File: config.mk
export PLATFORM = sky130hd
export DESIGN_NAME = fsk_modulation
export DESIGN_NICKNAME = d
export VERILOG_FILES = /design/src/rtl/fsk_pkg.sv /design/src/rtl/fsk_sine_lut.sv /design/src/rtl/fsk_modulation.sv
export SDC_FILE = /design/constraint.sdc
export NUM_CORES = 1
export LEC_CHECK = 0
export BUFFER_PORTS_ARGS = -buffer_cell sky130_fd_sc_hd__buf_2
export CORE_ASPECT_RATIO = 1.75
export CORE_MARGIN = 10
export CORE_UTILIZATION = 50
export DETAILED_ROUTE_END_ITERATION = 10
export GPL_ROUTABILITY_DRIVEN = 0
export PLACE_DENSITY = 0.67
export SLEW_MARGIN = 20
export SYNTH_ARGS = -nofsm -noshare
export SYNTH_HDL_FRONTEND = slang
export SYNTH_SLANG_ARGS = --single-unit
export TNS_END_PERCENT = 5
File: constraint.sdc
create_clock -name clk -period 4.6 [get_ports clk]
set_input_delay 0 -clock clk [delete_from_list [all_inputs] [get_ports clk]]
set_output_delay 0 -clock clk [all_outputs]
set_load 0.02 [all_outputs]
File: src/rtl/fsk_pkg.sv
// fsk_pkg: constants and types shared by the FSK transmitter (and the
// demodulator's reference tables).
//   DATA_W    : sample width, signed two's complement, peak +/-1023
//   LUT_AW    : full-wave LUT index width (top LUT_AW bits of phase)
//   QTR_AW    : quarter-wave table address width (LUT_AW - 2)
//   fsk_state_e : transmitter FSM encoding (IDLE=0, SEND=1)
//   SINE_QTR  : T[k] = round(1023*sin(2*pi*(k+0.5)/128)), k = 0..31.
//               The half-step offset keeps every entry non-zero, so the
//               mirrored full wave never produces 0 or -1024.
package fsk_pkg;

    localparam int DATA_W = 11;
    localparam int LUT_AW = 7;
    localparam int QTR_AW = LUT_AW - 2;
    localparam int QTR_N  = 1 << QTR_AW;

    typedef enum logic {
        IDLE = 1'b0,
        SEND = 1'b1
    } fsk_state_e;

    localparam logic [DATA_W-1:0] SINE_QTR [QTR_N] = '{
        11'd25,   11'd75,   11'd125,  11'd175,  11'd224,  11'd273,  11'd321,  11'd368,
        11'd415,  11'd460,  11'd504,  11'd547,  11'd589,  11'd629,  11'd668,  11'd705,
        11'd741,  11'd775,  11'd806,  11'd836,  11'd864,  11'd890,  11'd914,  11'd935,
        11'd954,  11'd971,  11'd986,  11'd998,  11'd1008, 11'd1015, 11'd1020, 11'd1023
    };

endpackage

File: src/rtl/fsk_sine_lut.sv
// fsk_sine_lut: full-wave sine lookup built from the quarter-wave table,
// with one register stage on the output.
//   clk    : system clock, rising edge
//   reset  : asynchronous, active-low
//   idx    : LUT_AW-bit phase index {quadrant[1:0], addr[QTR_AW-1:0]}
//   sample : registered signed DATA_W sample
// Quadrant mirroring: q0 T[a], q1 T[31-a], q2 -T[a], q3 -T[31-a].
module fsk_sine_lut
    import fsk_pkg::*;
(
    input  logic                     clk,
    input  logic                     reset,
    input  logic [LUT_AW-1:0]        idx,
    output logic signed [DATA_W-1:0] sample
);

    logic [QTR_AW-1:0]        addr;
    logic signed [DATA_W-1:0] mag;
    logic signed [DATA_W-1:0] sample_d;
    logic signed [DATA_W-1:0] sample_q;

    always_comb begin
        addr     = idx[QTR_AW-1:0];
        // Odd quadrants run the table backwards; 31-a equals ~a for 5 bits.
        if (idx[QTR_AW]) begin
            addr = ~idx[QTR_AW-1:0];
        end
        mag      = $signed(SINE_QTR[addr]);
        // Lower half of the wave is the negated upper half.
        sample_d = idx[LUT_AW-1] ? -mag : mag;
    end

    always_ff @(posedge clk or negedge reset) begin
        if (!reset) begin
            sample_q <= '0;
        end else begin
            sample_q <= sample_d;
        end
    end

    assign sample = sample_q;

endmodule

File: src/rtl/fsk_modulation.sv
// fsk_modulation: binary FSK transmitter. One data bit is accepted per
// handshake and sent as SPB samples of a phase-accumulator NCO sine, using
// increment PINC_F1 for bit 0 and PINC_F2 for bit 1. One sample is produced
// every SAMPLE_DIV clocks.
//   clk          : system clock, rising edge
//   reset        : asynchronous, active-low
//   data_bit     : bit to transmit
//   bit_valid    : data_bit valid
//   bit_ready    : bit accepted on a cycle with bit_valid && bit_ready
//   fsk_mod      : signed DATA_W modulated sample (holds between updates)
//   sample_valid : one-cycle strobe when fsk_mod updates
//   busy         : high while in SEND (doubles as the FSM state view)
// Build option: define FSK_PHASE_RESET_EN to clear the phase accumulator on
// every bit acceptance; without it the phase is continuous across bits and
// idle gaps and is only cleared by reset.
//
// Handshake: a bit transfers on a rising edge where bit_valid && bit_ready.
// bit_ready is combinational: always 1 in IDLE, and in SEND only on the
// sample tick that ends the current bit, so back-to-back bits have no gap.
// bit_valid at any other time during SEND is ignored.
module fsk_modulation
    import fsk_pkg::*;
#(
    parameter int PHASE_W    = 16,
    parameter int SAMPLE_DIV = 800,
    parameter int SPB        = 8,
    parameter int PINC_F1    = 512,
    parameter int PINC_F2    = 1024
) (
    input  logic                     clk,
    input  logic                     reset,
    input  logic                     data_bit,
    input  logic                     bit_valid,
    output logic                     bit_ready,
    output logic signed [DATA_W-1:0] fsk_mod,
    output logic                     sample_valid,
    output logic                     busy
);

    localparam int DIV_W = $clog2(SAMPLE_DIV);
    localparam int SMP_W = (SPB > 1) ? $clog2(SPB) : 1;

    localparam logic [DIV_W-1:0]   DIV_LAST = DIV_W'(SAMPLE_DIV - 1);
    localparam logic [SMP_W-1:0]   SMP_LAST = SMP_W'(SPB - 1);
    localparam logic [PHASE_W-1:0] PINC1    = PHASE_W'(PINC_F1);
    localparam logic [PHASE_W-1:0] PINC2    = PHASE_W'(PINC_F2);

    fsk_state_e          state_q,   state_d;
    logic [DIV_W-1:0]    div_cnt_q, div_cnt_d;
    logic [SMP_W-1:0]    smp_cnt_q, smp_cnt_d;
    logic [PHASE_W-1:0]  phase_q,   phase_d;
    logic                cur_bit_q, cur_bit_d;

    logic                tick;
    logic                last_smp;
    logic [PHASE_W-1:0]  phase_step;

    // Sample pipeline: LUT register, then the output register.
    logic                     tick_dly_q,     tick_dly_d;
    logic                     sample_valid_q, sample_valid_d;
    logic signed [DATA_W-1:0] fsk_mod_q,      fsk_mod_d;
    logic signed [DATA_W-1:0] lut_sample;

    // ------------------------------------------------------------------
    // FSM, counters and phase accumulator
    // ------------------------------------------------------------------
    always_comb begin
        tick       = (state_q == SEND) && (div_cnt_q == DIV_LAST);
        last_smp   = (smp_cnt_q == SMP_LAST);
        bit_ready  = (state_q == IDLE) || (tick && last_smp);
        // Phase of the sample being generated on this tick; also the LUT
        // index source, so the LUT sees the updated phase.
        phase_step = phase_q + (cur_bit_q ? PINC2 : PINC1);

        state_d   = state_q;
        div_cnt_d = div_cnt_q;
        smp_cnt_d = smp_cnt_q;
        phase_d   = phase_q;
        cur_bit_d = cur_bit_q;

        case (state_q)
            IDLE: begin
                if (bit_valid) begin
                    cur_bit_d = data_bit;
                    state_d   = SEND;
                    div_cnt_d = '0;
                    smp_cnt_d = '0;
`ifdef FSK_PHASE_RESET_EN
                    phase_d   = '0;
`endif
                end
            end
            SEND: begin
                div_cnt_d = tick ? '0 : div_cnt_q + DIV_W'(1);
                if (tick) begin
                    phase_d = phase_step;
                    if (last_smp) begin
                        smp_cnt_d = '0;
                        if (bit_valid) begin
                            cur_bit_d = data_bit;
`ifdef FSK_PHASE_RESET_EN
                            // The last sample of the old bit already took
                            // phase_step; the new bit starts from zero.
                            phase_d   = '0;
`endif
                        end else begin
                            state_d = IDLE;
                        end
                    end else begin
                        smp_cnt_d = smp_cnt_q + SMP_W'(1);
                    end
                end
            end
            default: state_d = IDLE;
        endcase
    end

    always_ff @(posedge clk or negedge reset) begin
        if (!reset) begin
            state_q   <= IDLE;
            div_cnt_q <= '0;
            smp_cnt_q <= '0;
            phase_q   <= '0;
            cur_bit_q <= 1'b0;
        end else begin
            state_q   <= state_d;
            div_cnt_q <= div_cnt_d;
            smp_cnt_q <= smp_cnt_d;
            phase_q   <= phase_d;
            cur_bit_q <= cur_bit_d;
        end
    end

    // ------------------------------------------------------------------
    // Sample path: the LUT registers every cycle; the output stage only
    // loads the value the LUT captured on a tick edge.
    // ------------------------------------------------------------------
    fsk_sine_lut u_lut (
        .clk    (clk),
        .reset  (reset),
        .idx    (phase_step[PHASE_W-1 -: LUT_AW]),
        .sample (lut_sample)
    );

    always_comb begin
        tick_dly_d     = tick;
        sample_valid_d = tick_dly_q;
        fsk_mod_d      = tick_dly_q ? lut_sample : fsk_mod_q;
    end

    always_ff @(posedge clk or negedge reset) begin
        if (!reset) begin
            tick_dly_q     <= 1'b0;
            sample_valid_q <= 1'b0;
            fsk_mod_q      <= '0;
        end else begin
            tick_dly_q     <= tick_dly_d;
            sample_valid_q <= sample_valid_d;
            fsk_mod_q      <= fsk_mod_d;
        end
    end

    assign fsk_mod      = fsk_mod_q;
    assign sample_valid = sample_valid_q;
    assign busy         = (state_q == SEND);

endmodule

==> flow_summary.yaml, run 1 <==
outcome:
  outcome: "completed"
placed_design:
  place_hpwl_um: 8080
  dp_cells: 548
  place_ws_ps: 396
  io_buffers: 17
floorplan:
  die-area_sq_um: 12200
  die_x_um: 87.8
  start_util_pct: 50.8
  coreArea_sq_um: 7910
  die_y_um: 139
  rows: 43
  io_pins: 18
global_route:
  grt_pass1_vias: 3557
  grt_usage_pct: 17.9
  grt_pass1_wl_um: 17900
  grt_max_degree: 47
  antenna_found_initial: 0
  grt_overflow: 0
setup_path:
  max_stage_delay_ps: 410
  required_ps: 4810
  rr_startpoint: "cur_bit_q$_DFFE_PN0P_"
  start_kind: "flip-flop"
  r2r_slack_ps: 460
  cpMostUsedCell: "inv_1"
  crit_fanout: 15
  worst_r2r_endpoint: "u_lut.sample[6]$_DFF_PN0_"
  critPathCapture: "u_lut.sample[6]$_DFF_PN0_"
  reg2reg_depth: 19
  slowest_stage: "dfrtp_1"
  worstPathCellList: "inv_1, ha_1, a21oi_4, nor2_4, xnor2_2, xnor2_1, buf_4, inv_1, ha_1, nor4b_1, nor3_1, a21o_1, o32ai_2, inv_1, ha_1, inv_1, nor2_1, a31oi_1, xnor2_1"
  cp-end-kind: "flip-flop"
  path_class: "flip-flop to flip-flop"
  crit_start: "cur_bit_q$_DFFE_PN0P_"
  arrival_ps: 4360
logic_synthesis:
  synth.top_cells.by_area: "dfrtp_1 (29%), ha_1 (5.3%), nor2_1 (4.1%)"
  synth_warnings: 0
  post_synth_num_cell_types: 86
  synth_area_sq_um: 4020
  syn_avg_cell_area_sq_um: 8.64
  yosys.area.top_type_share_pct: 28.6
  ys_seq_elements: 46
  synth_top_area_cell: "dfrtp_1"
  async_flop_share_pct: 100
  syn_inst: 465
  ys_seq_area_share_pct: 28.6
  synth_ff_type: "dfrtp_1"
  synth_edf_count: 0
  syn-num-nets: 487
cts:
  clkLatencyLatePin_ps: 290
  cts_setup_buffers: 0
  cts_buffer_depth: 2
  cts_buffers: 5
  root_buffer: "clkbuf_16"
  cts.sinks: 46
  htreeDepth: 2
  path_clk_slew_ps: 60
  cts_tree: "built"
timing:
  fmax_mhz: 241
  fin_crit_ps: 4140
  worst-slew-pin-transition_ps: 981
  clock_skew_ps: 3.27
  fin_tns_setup_ps: 0
  rsz0062_at_grt: "false"
  maxSlewViolCount: 0
  fin_ws_ps: 457
  setup_viol: 0
  period_share_pct: 90.1
  slew_headroom_pct: 34.1
  hold_viol: 0
power:
  p_total_mw: 0.826
  powerDensity_nw_per_um2: 192
  ir_drop_mv: 0.175
  p_leak_nw: 1.76
final_layout:
  nNetsFinal: 490
  syn_to_final_growth_pct: 7.04
  antenna_cells: 0
  drive_gt1_share_pct: 16.8
  finalCoreUtilization_pct: 54.4
  instances_no_fill: 559
routing:
  drt-initial-drc-count: 405
  wl_um: 11100
  ant_nets: 0
  drc: 0
  wl_per_cell_um: 19.8
  drt-pass1-iter-count: 6
  viasPerCell: 6.52
  vias: 3642
worst_hold_path:
  hp-class: "input pin to async pin"
job:
  drv_cap: 0
per-layer routing:
| layer | track usage (%) | vias to the layer above | part of all wire (%) | wire [um] |
|---|---|---|---|---|
| li1 | - | 1709 | - | - |
| met4 | 12.7 | 0 | 6.1 | 678 |
| met1 | 18.8 | 1709 | 37 | 4080 |
| met5 | 0 | - | 0 | 0 |
| met3 | 2.35 | 51 | 5.2 | 571 |
| met2 | 31.1 | 173 | 52 | 5750 |
worst max-delay path: cells and delay by family (launching register included):
kind	cells	cell delay (ps)
xor gates and xnor gates	3	600
and+or+nand+nor	4	890
adders and majority gates	3	740
buffers and inverters	5	570
AOI/OAI and AO/OA	4	850
DFF	1	410
cell type report:
type | instances | area, sq um
fillers | 726 | 3610
multi-input cells | 369 | 2610
flip-flops and latches | 46 | 1150
repair buffers | 31 | 200
clock buffers | 5 | 125
well taps | 90 | 113
inverters | 15 | 56.3
clock inverters | 3 | 45.0
cells in the final DEF (no fill, tap or decap), types with 4 or more instances in the layout:
cell,synthesis,routed
nand2_1,38,38
a311oi_1,7,7
mux2_2,12,12
ha_1,17,17
a221oi_1,4,4
o21ai_1,6,6
nor4_1,5,5
nand2b_1,12,12
inv_1,12,12
a21o_1,6,6
nor2_1,44,44
a31oi_1,7,7
nand3_1,15,15
or3_1,4,4
xor2_1,10,10
xnor2_1,16,15
and3_1,7,7
a21oi_1,27,27
buf_4,8,12
buf_2,7,16
clkbuf_16,0,5
a211oi_1,6,6
nor3_1,15,15
dfrtp_1,46,46
o21ai_0,30,30
how the worst min path moves through the flow:
stage                      from                  endpoint  slack (ps)  cells after the start
after global placement    reset  smp_cnt_q[0]$_DFFE_PN0P_         210                      1
final                     reset  smp_cnt_q[0]$_DFFE_PN0P_         250                      2
after detailed placement  reset  smp_cnt_q[0]$_DFFE_PN0P_         220                      1
after CTS                 reset  smp_cnt_q[0]$_DFFE_PN0P_         460                      2
after global routing      reset  smp_cnt_q[0]$_DFFE_PN0P_         310                      2
after floorplan           reset            busy$_DFF_PN0_        -300                      0
registers in the layout (all words and copies together), names as in the netlist:
| signal | count |
|---|---|
| busy | 1 |
| cur_bit_q | 1 |
| div_cnt_q | 10 |
| fsk_mod | 11 |
| phase_q | 7 |
| sample_valid | 1 |
| sample_valid_d | 1 |
| smp_cnt_q | 3 |
| u_lut.sample | 11 |
power breakdown:
part | internal [mW] | switching, mW | total [mW]
sequential | 0.404 | 0 | 0.404
clock | 0.256 | 0.155 | 0.411
combinational | 0.00297 | 0.00816 | 0.0111
repair_timing:
action                     CTS  global route
setup endpoints to repair    0             3
hold buffers                 3             0
hold endpoints to repair    48             0
resized for setup            0             1
synthesized netlist by cell type, drive strengths merged (14+ instances only):
cell and n:
ha 17, xnor2 19, dfrtp 46, nor2 45, nand2 39, inv 14
nand3 15, a21oi 28, o21ai 36, nor3 17, buf 23
cells by family (layout without fill, tap and decap cells):
family | after synthesis | after routing | synth area share (%)
simple gates | 163 | 163 | 20.7
compound gates | 142 | 142 | 25.8
buf+inv | 50 | 54 | 6.57
flops | 46 | 46 | 28.6
xor+xnor | 30 | 30 | 7.85
fa+ha+maj | 18 | 18 | 5.79
mux | 16 | 16 | 4.67
through the flow:
step / hold WS, ps / area (sq um)
detailed placement: 218 / 4090
floorplan: -296 / 4020
finish: 246 / 4300
global route: 313 / 4300
CTS: 455 / 4290
global placement: 212 / 4090
No activity file was read; power rests on OpenSTA's default activity.
==> run 2: changes to the inputs <==
==> constraint.sdc (replaced) <==
create_clock -name clk -period 4.6 [get_ports clk]
set_input_delay 0.92 -clock clk [delete_from_list [all_inputs] [get_ports clk]]
set_output_delay 0.92 -clock clk [all_outputs]
set_load 0.02 [all_outputs]
==> run 2 against run 1 <==
First-iteration DRC count shrank 6.2%; total power shrank 0.46%; count of clock-buffer cells in the layout is the same; clock power is essentially flat; die area is the same; critical path depth is the same; largest power group unchanged; via count grew 0.38%; largest cell class unchanged; worst setup slack gained 21 ps.
==> flow_summary.yaml, run 2 (synthesis results as in run 1) <==
outcome:
  outcome: "completed"
routing:
  wl_per_cell_um: 19.8
  drt-initial-drc-count: 380
  routed.top_layer: "met4"
  ant_nets: 0
  wl_met1_um: 3970
  wl_met3_um: 651
  drt-pass1-iter-count: 6
  vias: 3656
  viasPerCell: 6.58
  wl_um: 11000
  wl_met2_um: 5660
  drc: 0
setup_path:
  reg2reg_depth: 19
  worst_r2r_endpoint: "u_lut.sample[6]$_DFF_PN0_"
  crit_start: "cur_bit_q$_DFFE_PN0P_"
  rr_startpoint: "cur_bit_q$_DFFE_PN0P_"
  crit_fanout: 15
  r2r_slack_ps: 480
  critPathCapture: "u_lut.sample[6]$_DFF_PN0_"
  cp-end-kind: "flip-flop"
  arrival_ps: 4330
  required_ps: 4810
  path_class: "flip-flop to flip-flop"
  start_kind: "flip-flop"
final_layout:
  syn_to_final_growth_pct: 6.29
  antenna_cells: 0
  regArea_sq_um: 1150
  layout.cells.most_common: "dfrtp_1"
  mostFrequentLayoutCells: "dfrtp_1 (46), nor2_1 (44), nand2_1 (38), o21ai_0 (30), a21oi_1 (27)"
  drive_gt1_share_pct: 17.0
  finalCoreUtilization_pct: 54.0
  nFillCells: 729
  nNetsFinal: 487
  multi_input_area_sq_um: 2610
global_route:
  grt_usage_pct: 17.9
  grt_pass1_vias: 3549
  grt_pass1_wl_um: 17800
  grt_overflow: 0
  grt_max_degree: 47
  antenna_found_initial: 0
cts:
  cts_setup_buffers: 0
  cts.sinks: 46
  cts_resized: 0
  clkLatencyLatePin_ps: 290
  root_buffer: "clkbuf_16"
  htreeDepth: 2
  path_clk_slew_ps: 60
  hold_buffers: 0
  cts_buffer_depth: 2
  cts_tree: "built"
  cts_buffers: 5
floorplan:
  die-area_sq_um: 12200
  start_util_pct: 50.8
  die_x_um: 87.8
  die_y_um: 139
  rows: 43
  coreArea_sq_um: 7910
  io_pins: 18
placed_design:
  io_buffers: 17
  place_hpwl_um: 8080
timing:
  fin_tns_setup_ps: 0
  maxSlewViolCount: 0
  rsz0062_at_grt: "false"
  hold_viol: 0
  setup_viol: 0
  fmax_mhz: 243
  fin_crit_ps: 4120
  slew_headroom_pct: 34.6
  period_share_pct: 89.6
  clock_skew_ps: 2.46
  worst-slew-pin-transition_ps: 975
power:
  powerDensity_nw_per_um2: 193
  ir_drop_mv: 0.172
  p_leak_nw: 1.75
job:
  drv_cap: 0
worst_hold_path:
  hp-class: "flip-flop to flip-flop"
-- run 2: changes by cell type in the layout (fill, tap and decap cells not counted) --
cell,change
dlygate4sd3_1,-3
-- run 2: worst min path at each step --
stage	start	endpoint	slack [ps]	cells after the start
3_3_place_gp	u_lut.sample[4]$_DFF_PN0_	fsk_mod[4]$_DFFE_PN0P_	460	1
2_1_floorplan	sample_valid_d$_DFF_PN0_	sample_valid$_DFF_PN0_	380	0
3_5_place_dp	u_lut.sample[5]$_DFF_PN0_	fsk_mod[5]$_DFFE_PN0P_	470	1
5_1_grt	u_lut.sample[1]$_DFF_PN0_	fsk_mod[1]$_DFFE_PN0P_	500	1
4_1_cts	u_lut.sample[1]$_DFF_PN0_	fsk_mod[1]$_DFFE_PN0P_	480	1
6_report	u_lut.sample[5]$_DFF_PN0_	fsk_mod[5]$_DFFE_PN0P_	480	1
-- run 2: metrics by stage --
stage	setup slack [ps]	power, mW	std cells	instance area [sq um]	hold slack [ps]
floorplan	772	0.412	465	4020	380
detailed placement	396	0.422	548	4090	469
global route	171	0.846	556	4270	495
finish	478	0.822	556	4270	478
CTS	405	0.830	556	4260	483
global placement	516	0.422	548	4090	457
-- run 2: area by class of cell --
cell class / count / share of cell area, %
clock buffer: 5 / 2.93
clock inverter: 3 / 1.05
inverter: 15 / 1.32
multi-input combinational: 369 / 61.1
sequential: 46 / 26.9
tap: 90 / 2.64
timing repair buffer: 28 / 3.98
-- run 2: routing by layer --
| layer | GRT usage, % | vias up |
|---|---|---|
| li1 | - | 1698 |
| met1 | 18.7 | 1709 |
| met2 | 31.1 | 187 |
| met3 | 2.35 | 62 |
| met4 | 12.7 | 0 |
| met5 | 0 | - |
-- run 2: worst max-delay path, cell delays in order (launching register included) --
cell     delay, ps
dfrtp_1        410
inv_1           90
ha_1           270
a21oi_4        100
nor2_4         390
xnor2_2        280
xnor2_1        180
buf_4          190
inv_1          110
ha_1           260
nor4b_1        310
nor3_1         110
a21o_1         170
o32ai_2        350
inv_1          120
ha_1           210
inv_1           60
nor2_1          70
a31oi_1        220
xnor2_1        140
-- run 2: report_power, final --
part,internal (mW),switching (mW)
sequential,0.405,0
combinational,0.00131,0.00779
clock,0.256,0.153
total,0.662,0.161
==> run 3: changes to the inputs <==
--- a/config.mk
+++ b/config.mk
@@ -6,7 +6,7 @@
 export NUM_CORES = 1
 export LEC_CHECK = 0
 export BUFFER_PORTS_ARGS = -buffer_cell sky130_fd_sc_hd__buf_2
-export CORE_ASPECT_RATIO = 1.75
+export CORE_ASPECT_RATIO = 2
 export CORE_MARGIN = 10
 export CORE_UTILIZATION = 50
 export DETAILED_ROUTE_END_ITERATION = 10
==> run 3 against run 2 <==
Final cell count is 1.3% higher; largest power group is now sequential cells; clock skew increased by 3.2 ps; maximum frequency is 2.3% lower; non-clock buffer count grew 1; combinational power shrank 0.5%; critical endpoint is now u_lut.sample[8]$_DFF_PN0_; core utilization increased by 0.21 points.
==> flow_summary.yaml, run 3 (synthesis results as in run 1) <==
final_layout:
  antenna_cells: 0
  mostFrequentLayoutCells: "dfrtp_1 (46), nor2_1 (44), nand2_1 (38), o21ai_0 (30), a21oi_1 (27)"
  syn_to_final_growth_pct: 6.38
  nNetsFinal: 488
  layout.cells.most_common: "dfrtp_1"
  drive_gt1_share_pct: 16.7
worst_hold_path:
  hp-class: "flip-flop to flip-flop"
timing:
  slew_headroom_pct: 41.3
  fin_tns_setup_ps: 0
  clock_skew_ps: 5.65
  fmax_mhz: 237
  hold_viol: 0
  fin_ws_ps: 381
  setup_viol: 0
  whs_ps: 479
  fin_crit_ps: 4220
  period_share_pct: 91.7
  maxSlewViolCount: 0
  rsz0062_at_grt: "false"
  worst-slew-pin-transition_ps: 874
power:
  switching_share_pct: 18.9
  ir_drop_mv: 0.130
  seq_power_share_pct: 49.6
  powerDensity_nw_per_um2: 191
  combPwrFrac_pct: 1.1
  internal_power_mw: 0.662
  clkPwrFrac_pct: 49.3
  p_leak_nw: 1.75
  power_switching_mw: 0.154
routing:
  wl_per_cell_um: 20.8
  drt-pass1-iter-count: 6
  wl_um: 11700
  viasPerCell: 6.64
  ant_nets: 0
  drt-initial-drc-count: 266
  vias: 3739
  drc: 0
setup_path:
  r2r_slack_ps: 380
  rr_startpoint: "cur_bit_q$_DFFE_PN0P_"
  critPathCapture: "u_lut.sample[8]$_DFF_PN0_"
  required_ps: 4800
  worst_r2r_endpoint: "u_lut.sample[8]$_DFF_PN0_"
  arrival_ps: 4420
  cp-end-kind: "flip-flop"
  path_class: "flip-flop to flip-flop"
  crit_fanout: 15
  reg2reg_depth: 18
  crit_start: "cur_bit_q$_DFFE_PN0P_"
  start_kind: "flip-flop"
global_route:
  grtUsageMet2_pct: 33.8
  grt_pass1_vias: 3660
  grt_max_degree: 47
  grt_overflow: 0
  gr-usage-met1_pct: 19.1
  gr-usage-met3_pct: 2.05
  grt_busiest_layer: "met2"
  grt_usage_pct: 18.8
  grt_pass1_wl_um: 19100
  antenna_found_initial: 0
cts:
  cts_buffer_depth: 2
  htreeDepth: 2
  path_clk_slew_ps: 60
  hold_buffers: 0
  cts_tree: "built"
  cts.sinks: 46
  cts_setup_buffers: 0
  cts_buffers: 5
  cts_resized: 0
  root_buffer: "clkbuf_16"
  clkLatencyLatePin_ps: 280
floorplan:
  die-area_sq_um: 12200
  die_x_um: 83.4
  start_util_pct: 51.0
  rows: 46
  die_y_um: 147
  io_pins: 18
  coreArea_sq_um: 7890
placed_design:
  io_buffers: 17
  place_ws_ps: 475
  place_hpwl_um: 8600
outcome:
  outcome: "completed"
job:
  drv_cap: 0
-- run 3: power groups by stage --
stage / clock, mW / sequential [mW] / combinational, mW
final: 0.402 / 0.405 / 0.00905
after global routing: 0.428 / 0.404 / 0.0113
after CTS: 0.411 / 0.404 / 0.00958
after detailed placement: 0 / 0.412 / 0.00958
after global placement: 0 / 0.412 / 0.00940
after floorplan: 0 / 0.412 / 0.000161
-- run 3: per-stage QoR --
step                      util, %  area, sq um  instances  total power, mW
final                        54.2         4280        563            0.816
after global routing         54.2         4280        563            0.843
after CTS                    54.2         4270        563            0.825
after detailed placement     52.1         4110        555            0.422
after global placement       52.1         4110        555            0.421
after floorplan                 -         4020        465            0.412
-- run 3: metal layers --
metal | up-vias | share of wire, %
met1 | 1772 | 35
met5 | - | 0
met4 | 0 | 7.0
li1 | 1715 | -
met2 | 183 | 53
met3 | 69 | 5.4
-- run 3: how the worst min path moves through the flow --
stage,from,end,slack [ps],depth (start not counted)
2_1_floorplan,sample_valid_d$_DFF_PN0_,sample_valid$_DFF_PN0_,380,0
3_3_place_gp,u_lut.sample[7]$_DFF_PN0_,fsk_mod[7]$_DFFE_PN0P_,460,1
3_5_place_dp,u_lut.sample[1]$_DFF_PN0_,fsk_mod[1]$_DFFE_PN0P_,460,1
4_1_cts,u_lut.sample[1]$_DFF_PN0_,fsk_mod[1]$_DFFE_PN0P_,480,1
5_1_grt,u_lut.sample[3]$_DFF_PN0_,fsk_mod[3]$_DFFE_PN0P_,500,1
6_report,u_lut.sample[1]$_DFF_PN0_,fsk_mod[1]$_DFFE_PN0P_,480,1
-- run 3: area by class of cell --
class,count,area (sq um)
Fill cell,737,3610
Multi-Input combinational cell,369,2600
Sequential cell,46,1150
Timing Repair Buffer,29,178
Clock buffer,6,129
Tap cell,96,120
Inverter,15,56.3
Clock inverter,2,37.5
-- run 3: worst max-delay path: stages, from the launching register on --
cell,delay (ps)
dfrtp_1,420
inv_1,100
ha_1,280
a21oi_4,100
nor2_4,370
xnor2_2,220
xnor2_1,430
ha_1,430
nor2_1,120
a21o_1,180
a221oi_1,290
a21oi_1,120
a32oi_2,250
inv_1,80
ha_1,220
inv_1,50
nor2_1,70
a21oi_1,230
xnor2_1,160
